### src/rtl/add_subb_pipe.sv
// Pipelined signed add/subtract s = (+/-a) + (+/-b) with the carry chain split over STAGES
// registers, valid/ready backpressure and a saturating overflow counter. Define ADD_SUBB_PIPE_SAT_EN for saturating s.
module add_subb_pipe #(
  parameter int W      = 16,
  parameter int STAGES = 2,
  parameter int TAG_W  = 4,
  parameter int CNT_W  = 8
) (
  input  logic             clk,
  input  logic             rst,
  input  logic             in_valid,
  output logic             in_ready,
  input  logic             subb_a,
  input  logic             subb_b,
  input  logic [W-1:0]     a,
  input  logic [W-1:0]     b,
  input  logic [TAG_W-1:0] tag,
  output logic             out_valid,
  input  logic             out_ready,
  output logic [W-1:0]     s,
  output logic             ovf,
  output logic [TAG_W-1:0] tag_out,
  output logic [CNT_W-1:0] ovf_cnt,
  input  logic             cnt_clr
);

  // Two guard bits hold the exact result range -2^W..2^W.
  localparam int E    = W + 2;
  localparam int BASE = E / STAGES;
  localparam int REM  = E % STAGES;

  function automatic int chunkLo(input int k);
    return k * BASE + ((k < REM) ? k : REM);
  endfunction

  logic [E-1:0] opA, opB, opC, csaSum, csaCar;
  logic         adv;

  logic [E-1:0]     sumIn [STAGES];
  logic [E-1:0]     carIn [STAGES];
  logic [E-1:0]     resIn [STAGES];
  logic             cIn   [STAGES];
  logic             vIn   [STAGES];
  logic [TAG_W-1:0] tagIn [STAGES];

  logic [E-1:0] res_d [STAGES];
  logic         c_d   [STAGES];

  logic [E-1:0]     sum_q [STAGES];
  logic [E-1:0]     car_q [STAGES];
  logic [E-1:0]     res_q [STAGES];
  logic             c_q   [STAGES];
  logic             v_q   [STAGES];
  logic [TAG_W-1:0] tag_q [STAGES];

  logic [CNT_W-1:0] ovfCnt_q, ovfCnt_d;
  logic [E-1:0]     result;
  logic [2:0]       unusedTop;

  // Negation is ~x + 1; both +1 terms fold into a constant third operand of a carry-save step.
  always_comb begin
    opA    = {{2{a[W-1]}}, a} ^ {E{subb_a}};
    opB    = {{2{b[W-1]}}, b} ^ {E{subb_b}};
    opC    = '0;
    opC[1] = subb_a & subb_b;
    opC[0] = subb_a ^ subb_b;
    csaSum = opA ^ opB ^ opC;
    csaCar = ((opA & opB) | (opA & opC) | (opB & opC)) << 1;
  end

  always_comb begin
    sumIn[0] = csaSum;
    carIn[0] = csaCar;
    resIn[0] = '0;
    cIn[0]   = 1'b0;
    vIn[0]   = in_valid;
    tagIn[0] = tag;
    for (int k = 1; k < STAGES; k++) begin
      sumIn[k] = sum_q[k-1];
      carIn[k] = car_q[k-1];
      resIn[k] = res_q[k-1];
      cIn[k]   = c_q[k-1];
      vIn[k]   = v_q[k-1];
      tagIn[k] = tag_q[k-1];
    end
  end

  // Stage k ripples only its own slice of bits and hands the carry to the next stage.
  always_comb begin
    logic         carry;
    logic [E-1:0] res;
    carry = 1'b0;
    res   = '0;
    for (int k = 0; k < STAGES; k++) begin
      carry = cIn[k];
      res   = resIn[k];
      for (int i = 0; i < E; i++) begin
        if (i >= chunkLo(k) && i < chunkLo(k + 1)) begin
          res[i] = sumIn[k][i] ^ carIn[k][i] ^ carry;
          carry  = (sumIn[k][i] & carIn[k][i]) | (carry & (sumIn[k][i] ^ carIn[k][i]));
        end
      end
      res_d[k] = res;
      c_d[k]   = carry;
    end
  end

  assign adv      = !out_valid || out_ready;
  assign in_ready = adv;

  always_ff @(posedge clk) begin
    if (rst) begin
      for (int k = 0; k < STAGES; k++) begin
        sum_q[k] <= '0;
        car_q[k] <= '0;
        res_q[k] <= '0;
        c_q[k]   <= 1'b0;
        v_q[k]   <= 1'b0;
        tag_q[k] <= '0;
      end
    end else if (adv) begin
      for (int k = 0; k < STAGES; k++) begin
        sum_q[k] <= sumIn[k];
        car_q[k] <= carIn[k];
        res_q[k] <= res_d[k];
        c_q[k]   <= c_d[k];
        v_q[k]   <= vIn[k];
        tag_q[k] <= tagIn[k];
      end
    end
  end

  // Overflow whenever the guard bits and the W-bit sign bit disagree.
  assign result    = res_q[STAGES-1];
  assign unusedTop = result[E-1:W-1];
  assign ovf       = !((&unusedTop) || !(|unusedTop));
  assign out_valid = v_q[STAGES-1];
  assign tag_out   = tag_q[STAGES-1];

`ifdef ADD_SUBB_PIPE_SAT_EN
  assign s = ovf ? (result[E-1] ? {1'b1, {(W-1){1'b0}}} : {1'b0, {(W-1){1'b1}}})
                 : result[W-1:0];
`else
  assign s = result[W-1:0];
`endif

  always_comb begin
    ovfCnt_d = ovfCnt_q;
    if (cnt_clr) begin
      ovfCnt_d = '0;
    end else if (out_valid && out_ready && ovf && (ovfCnt_q != {CNT_W{1'b1}})) begin
      ovfCnt_d = ovfCnt_q + CNT_W'(1);
    end
  end

  always_ff @(posedge clk) begin
    if (rst) ovfCnt_q <= '0;
    else     ovfCnt_q <= ovfCnt_d;
  end

  assign ovf_cnt = ovfCnt_q;

endmodule

### config.mk
export PLATFORM = sky130hd
export DESIGN_NAME = add_subb_pipe
export DESIGN_NICKNAME = d
export VERILOG_FILES = /design/src/rtl/add_subb_pipe.sv
export SDC_FILE = /design/constraint.sdc
export NUM_CORES = 1
export LEC_CHECK = 0
export CELL_PAD_IN_SITES_DETAIL_PLACEMENT = 0
export CELL_PAD_IN_SITES_GLOBAL_PLACEMENT = 1
export CORE_ASPECT_RATIO = 0.75
export CORE_UTILIZATION = 37
export DETAILED_ROUTE_END_ITERATION = 8
export PLACE_DENSITY_LB_ADDON = 0.1
export SLEW_MARGIN = 25
export SYNTH_ARGS = -nofsm -noshare
export SYNTH_HDL_FRONTEND = slang
export SYNTH_SLANG_ARGS = --single-unit
### constraint.sdc
create_clock -name clk -period 4.81 [get_ports clk]
set_input_delay 0.481 -clock clk [delete_from_list [all_inputs] [get_ports clk]]
set_output_delay 0.481 -clock clk [all_outputs]
set_load 0.05 [all_outputs]
==> results.toml, run 1 <==
[place]
routabilityCongestion = 0.722
port_buffers = 73
hpwlAfterDp_mm = 4.13
dpl_worst_slack_ns = 0.0625
place_area_sq_um = 4210

[cells_and_area]
seq_area_sq_um = 1750
fill_cells = 822
drive_gt1_share_pct = 7.00
diodes = 0
syn_to_final_growth_pct = 30.8
fin_area_sq_um = 4490
final_cell_mix = "clkdlybuf4s50_1 (73), edfxtp_1 (53), and2_1 (47)"
mostFrequentLayoutCell = "clkdlybuf4s50_1"
fin_nets = 417
post-route-util_pct = 49.7
multiInputGateArea_sq_um = 1450

[sta]
max_slew_margin_pct = 50.2
fin_setup_tns_ns = 0
fmax_ghz = 0.224
fin_ws_ns = 0.346
setup_violations = 0
rsz0062_at_grt = "false"
clock_skew_ns = 0.00519
hold_violations = 0
period_share_pct = 92.8
worst_pin_slew_ns = 0.741
period_minus_slack_ns = 4.46
slew_viol_final = 0

[synth]
ys_types = 33
async_flop_share_pct = 0
synthesis.area_sq_um = 3440
ys_ff_latch = 61
synth_edf_count = 53
ys_warn_count = 0
mappedNetlistNets = 354
ys.flop_type = "edfxtp_1"
postSynthAreaPerCell_sq_um = 12.4
yosysSeqAreaShare_pct = 51.0
syn_inst = 276

[job]
maxCapViolCount = 0

[detailed_routing]
first_iter_violations = 107
routed_wl_mm = 5.72
drc = 0
vias = 2028
ant_nets = 0
drtPass1Iterations = 4
routedWlPerCell_um = 12.2
routed_via_density = 4.31

[clock_network]
clock-root-buffer = "clkbuf_16"
cts.sinks = 61
path_clk_slew_ns = 0.05
post_cts_resized = 0
cts_hold_buf = 0
postCtsSetupBuffers = 0
tritoncts = "built"
htree_levels = 3
clock_latency_ns = 0.32
cts_made_buffers = 9
cts_buffer_depth = 2

[critical_path]
r2r_setup_slack_ns = 0.89
crit_path_end_kind = "flip-flop"
crit_family = "adder cells"
cp_max_fo = 4
worstPathArrival_ns = 4.54
max_stage_delay_ns = 0.56
crit_top_cell = "fa_1"
path_cells = "clkdlybuf4s50_1 > ha_1 > inv_1 > fa_1 > inv_1 > ha_1 > fa_1 > fa_1 > inv_1 > fa_1 > fa_1 > fa_1 > fa_1 > inv_1 > fa_1 > and2_1"
cp_data_required_time_ns = 4.89
crit_buf_inv = 5
critPathSlowestCell = "clkdlybuf4s50_1"
path_class = "input pin to flip-flop"
start_kind = "input pin"

[global_routing]
grt_pass1_wl_mm = 9.72
antenna_found_initial = 0
grt_max_degree = 48
grt_overflow = 0
grt_use_total_pct = 13.5
grt_pass1_vias = 2009

[die]
start_util_pct = 38.0
rows = 30
io_pins = 74
core_sq_um = 9050
chipHeight_um = 85.5
die_w_um = 113
die_area_sq_um = 9680

[pwr]
leakagePower_uw = 0.00181
powerDensity_nw_per_um2 = 374
total_power_uw = 1680
ir_drop_v = 0.000163

[worst_hold_path]
hold_path_class = "flip-flop to flip-flop"

[outcome]
outcome = "complete, no violations"
==> final cells by class <==
class                      instances  share of cell area (%)
tap                              128                    3.56
clock inverter                     5                    1.17
multi-input combinational        167                    32.2
clock buffer                      10                    5.10
timing repair buffer              79                    17.3
inverter                          21                    1.75
sequential                        61                    39.0
==> kinds of logic (layout without fill, tap and decap cells) <==
family / after synthesis / in the layout / synth area share, %
adder cells (fa/ha/maj): 35 / 35 / 16.7
flip-flops: 61 / 61 / 51.0
buffers and inverters: 48 / 115 / 7.03
AO/OA/AOI/OAI: 14 / 14 / 2.51
multiplexers: 1 / 1 / 0.291
XOR/XNOR: 32 / 32 / 8.16
AND/OR/NAND/NOR: 85 / 85 / 14.3
==> synth_stat cells, types with 3 or more instances <==
cell type	instances	area, sq um
a21oi_1	7	35.0
and2_1	47	294
buf_4	16	120
clkbuf_1	8	30.0
dfxtp_1	8	160
edfxtp_1	53	1590
fa_1	18	360
ha_1	17	213
inv_1	21	78.8
nand2_1	5	18.8
nand3_1	3	15.0
nor2_1	12	45.0
nor3_1	3	15.0
or3_1	3	18.8
xor2_1	30	263
==> worst paths after layout <==
path                             startpoint      endpoint  cells past startpoint
worst max-delay path                 subb_b   res_q[0][8]                     16
worst min-delay path             ovf_cnt[6]    ovf_cnt[6]                      1
worst max register to register  sum_q[0][9]  res_q[0][34]                     11
worst min register to register   ovf_cnt[6]    ovf_cnt[6]                      1
==> registers in the layout, indices dropped and copies added (netlist names) <==
name     flops
tag_q        8
c_q          1
res_q       26
car_q        8
v_q          2
sum_q        8
ovf_cnt      8
==> routing by layer <==
metal	global-route usage [%]	wire length [um]	up-vias
met5	0	0	-
met4	6.82	118	0
met3	4.36	315	12
met2	19.8	2450	57
met1	17.9	2840	935
li1	-	-	1024
==> power by group <==
group,total [uW],leakage [uW],switching [uW],internal (uW)
clock network,609,0.000138,215,394
logic,389,0.000988,224,165
registers,684,0.000685,22.5,661
total,1680,0.00181,461,1220
==> per-stage QoR <==
stage / hold slack, ns / cells
3_3_place_gp: 0.489 / 456
5_1_grt: 0.527 / 471
3_5_place_dp: 0.499 / 456
6_report: 0.511 / 471
4_1_cts: 0.505 / 471
2_1_floorplan: 0.497 / 276
Note: power is estimated with default switching activity, not from simulation.
==> run 2: changes to the inputs <==
--- a/config.mk
+++ b/config.mk
@@ -7,10 +7,10 @@
 export LEC_CHECK = 0
 export CELL_PAD_IN_SITES_DETAIL_PLACEMENT = 0
 export CELL_PAD_IN_SITES_GLOBAL_PLACEMENT = 1
-export CORE_ASPECT_RATIO = 0.75
+export CORE_ASPECT_RATIO = 0.8
 export CORE_UTILIZATION = 37
 export DETAILED_ROUTE_END_ITERATION = 8
-export PLACE_DENSITY_LB_ADDON = 0.1
+export PLACE_DENSITY = 0.84
 export SLEW_MARGIN = 25
 export SYNTH_ARGS = -nofsm -noshare
 export SYNTH_HDL_FRONTEND = slang
==> results.toml, run 2 (synthesized netlist as in run 1, its figures left out) <==
[cells_and_area]
largest_reg_flops = 26
final_cell_mix = "clkdlybuf4s50_1 (73), edfxtp_1 (53), and2_1 (47)"
largest-register = "res_q"
fin_area_sq_um = 4490
mostFrequentLayoutCell = "clkdlybuf4s50_1"
drive_gt1_share_pct = 7.27
syn_to_final_growth_pct = 30.6
diodes = 0
fin_nets = 417
post-route-util_pct = 49.6

[die]
start_util_pct = 38.0
io_pins = 74
core_sq_um = 9040
rows = 31
die_w_um = 110
chipHeight_um = 88.2
die_area_sq_um = 9680

[sta]
fmax_ghz = 0.227
period_share_pct = 91.4
max_slew_margin_pct = 58.4
rsz0062_at_grt = "false"
fin_ws_ns = 0.414
clock_skew_ns = 0.00555
setup_violations = 0
hold_violations = 0
worst_pin_slew_ns = 0.620
period_minus_slack_ns = 4.40
slew_viol_final = 0
fin_setup_tns_ns = 0

[clock_network]
clock-root-buffer = "clkbuf_16"
cts_hold_buf = 0
cts.sinks = 61
path_clk_slew_ns = 0.05
postCtsSetupBuffers = 0
cts_made_buffers = 9
cts_buffer_depth = 2
clock_latency_ns = 0.33
post_cts_resized = 0
tritoncts = "built"
htree_levels = 3

[detailed_routing]
routed_wl_mm = 5.69
drtPass1Iterations = 4
routed_via_density = 4.43
drc = 0
routedWlPerCell_um = 12.4
vias = 2033
ant_nets = 0
first_iter_violations = 51

[critical_path]
crit_path_end_kind = "flip-flop"
worstPathArrival_ns = 4.47
cp_max_fo = 4
start_kind = "input pin"
r2r_end = "res_q[0][34]"
r2r-start = "sum_q[0][9]"
path_class = "input pin to flip-flop"
r2r_setup_slack_ns = 0.90
cp_data_required_time_ns = 4.89
worstRegToRegCells = 11

[pwr]
netSwitchingFraction_pct = 28.0
total_power_uw = 1700
clkPwrFrac_pct = 36.8
powerDensity_nw_per_um2 = 378
leakagePower_uw = 0.00181
p_seq_share_pct = 40.3
ir_drop_v = 0.000195
p_comb_share_pct = 22.9
p_sw_uw = 475
p_int_uw = 1220

[place]
hpwlAfterDp_mm = 4.19
dpl_worst_slack_ns = 0.0970
routabilityCongestion = 0.827
place_area_sq_um = 4200
port_buffers = 73

[global_routing]
antenna_found_initial = 0
grt_pass1_vias = 1931
grt_use_total_pct = 12.9
grt_pass1_wl_mm = 9.04
grt_max_degree = 48
grt_overflow = 0

[outcome]
outcome = "complete, no violations"

[job]
maxCapViolCount = 0

[worst_hold_path]
holdPathStages = 1
hold_path_class = "flip-flop to flip-flop"
min_to = "res_q[0][21]"
hp-start = "res_q[0][3]"
==> run 2: changes by cell type in the layout (fill, tap and decap cells not counted) <==
cell / change
clkinv_2: -1
clkinv_1: +1
clkinvlp_4: +2
clkbuf_1: -1
==> run 2: how the worst max path moves through the flow <==
stage	to	startpoint	slack [ns]	cells after the start
6_report	res_q[0][8]	subb_a	0.41	16
5_1_grt	res_q[0][8]	subb_a	0.27	16
3_5_place_dp	res_q[0][8]	subb_a	0.1	16
2_1_floorplan	res_q[0][8]	subb_a	0.03	16
3_3_place_gp	res_q[0][8]	subb_b	0.15	16
4_1_cts	res_q[0][8]	subb_a	0.45	16
==> run 2: layout make-up <==
cell class / instances / area [sq um]
clock buffer: 9 / 225
timing repair buffer: 79 / 776
sequential: 61 / 1750
fill: 830 / 4550
tap: 115 / 144
clock inverter: 7 / 66.3
inverter: 21 / 78.8
multi-input combinational: 167 / 1450
==> run 2: metrics by stage <==
step / hold WS, ns / cells
2_1_floorplan: 0.497 / 276
3_3_place_gp: 0.495 / 443
3_5_place_dp: 0.502 / 443
4_1_cts: 0.511 / 459
5_1_grt: 0.532 / 459
6_report: 0.509 / 459
==> run 2: worst max-delay path: stages <==
cell	delay [ns]
clkdlybuf4s50_1	0.54
ha_1	0.16
inv_1	0.05
fa_1	0.43
inv_1	0.07
ha_1	0.16
fa_1	0.20
fa_1	0.17
inv_1	0.05
fa_1	0.41
fa_1	0.40
fa_1	0.39
fa_1	0.36
inv_1	0.07
fa_1	0.39
and2_1	0.14
==> run 2: power by group through the flow <==
stage	registers [uW]	clock network, uW	logic [uW]
floorplan	701	0	272
global placement	693	0	388
detailed placement	696	0	392
CTS	685	644	395
global route	692	668	429
finish	684	625	388
==> run 2: routing by layer <==
metal / vias to the layer above / GRT usage (%) / wire [um]
met3: 10 / 4.24 / 336
li1: 1024 / - / -
met2: 64 / 20.2 / 2600
met5: - / 0 / 0
met1: 935 / 16.0 / 2630
met4: 0 / 6.55 / 114
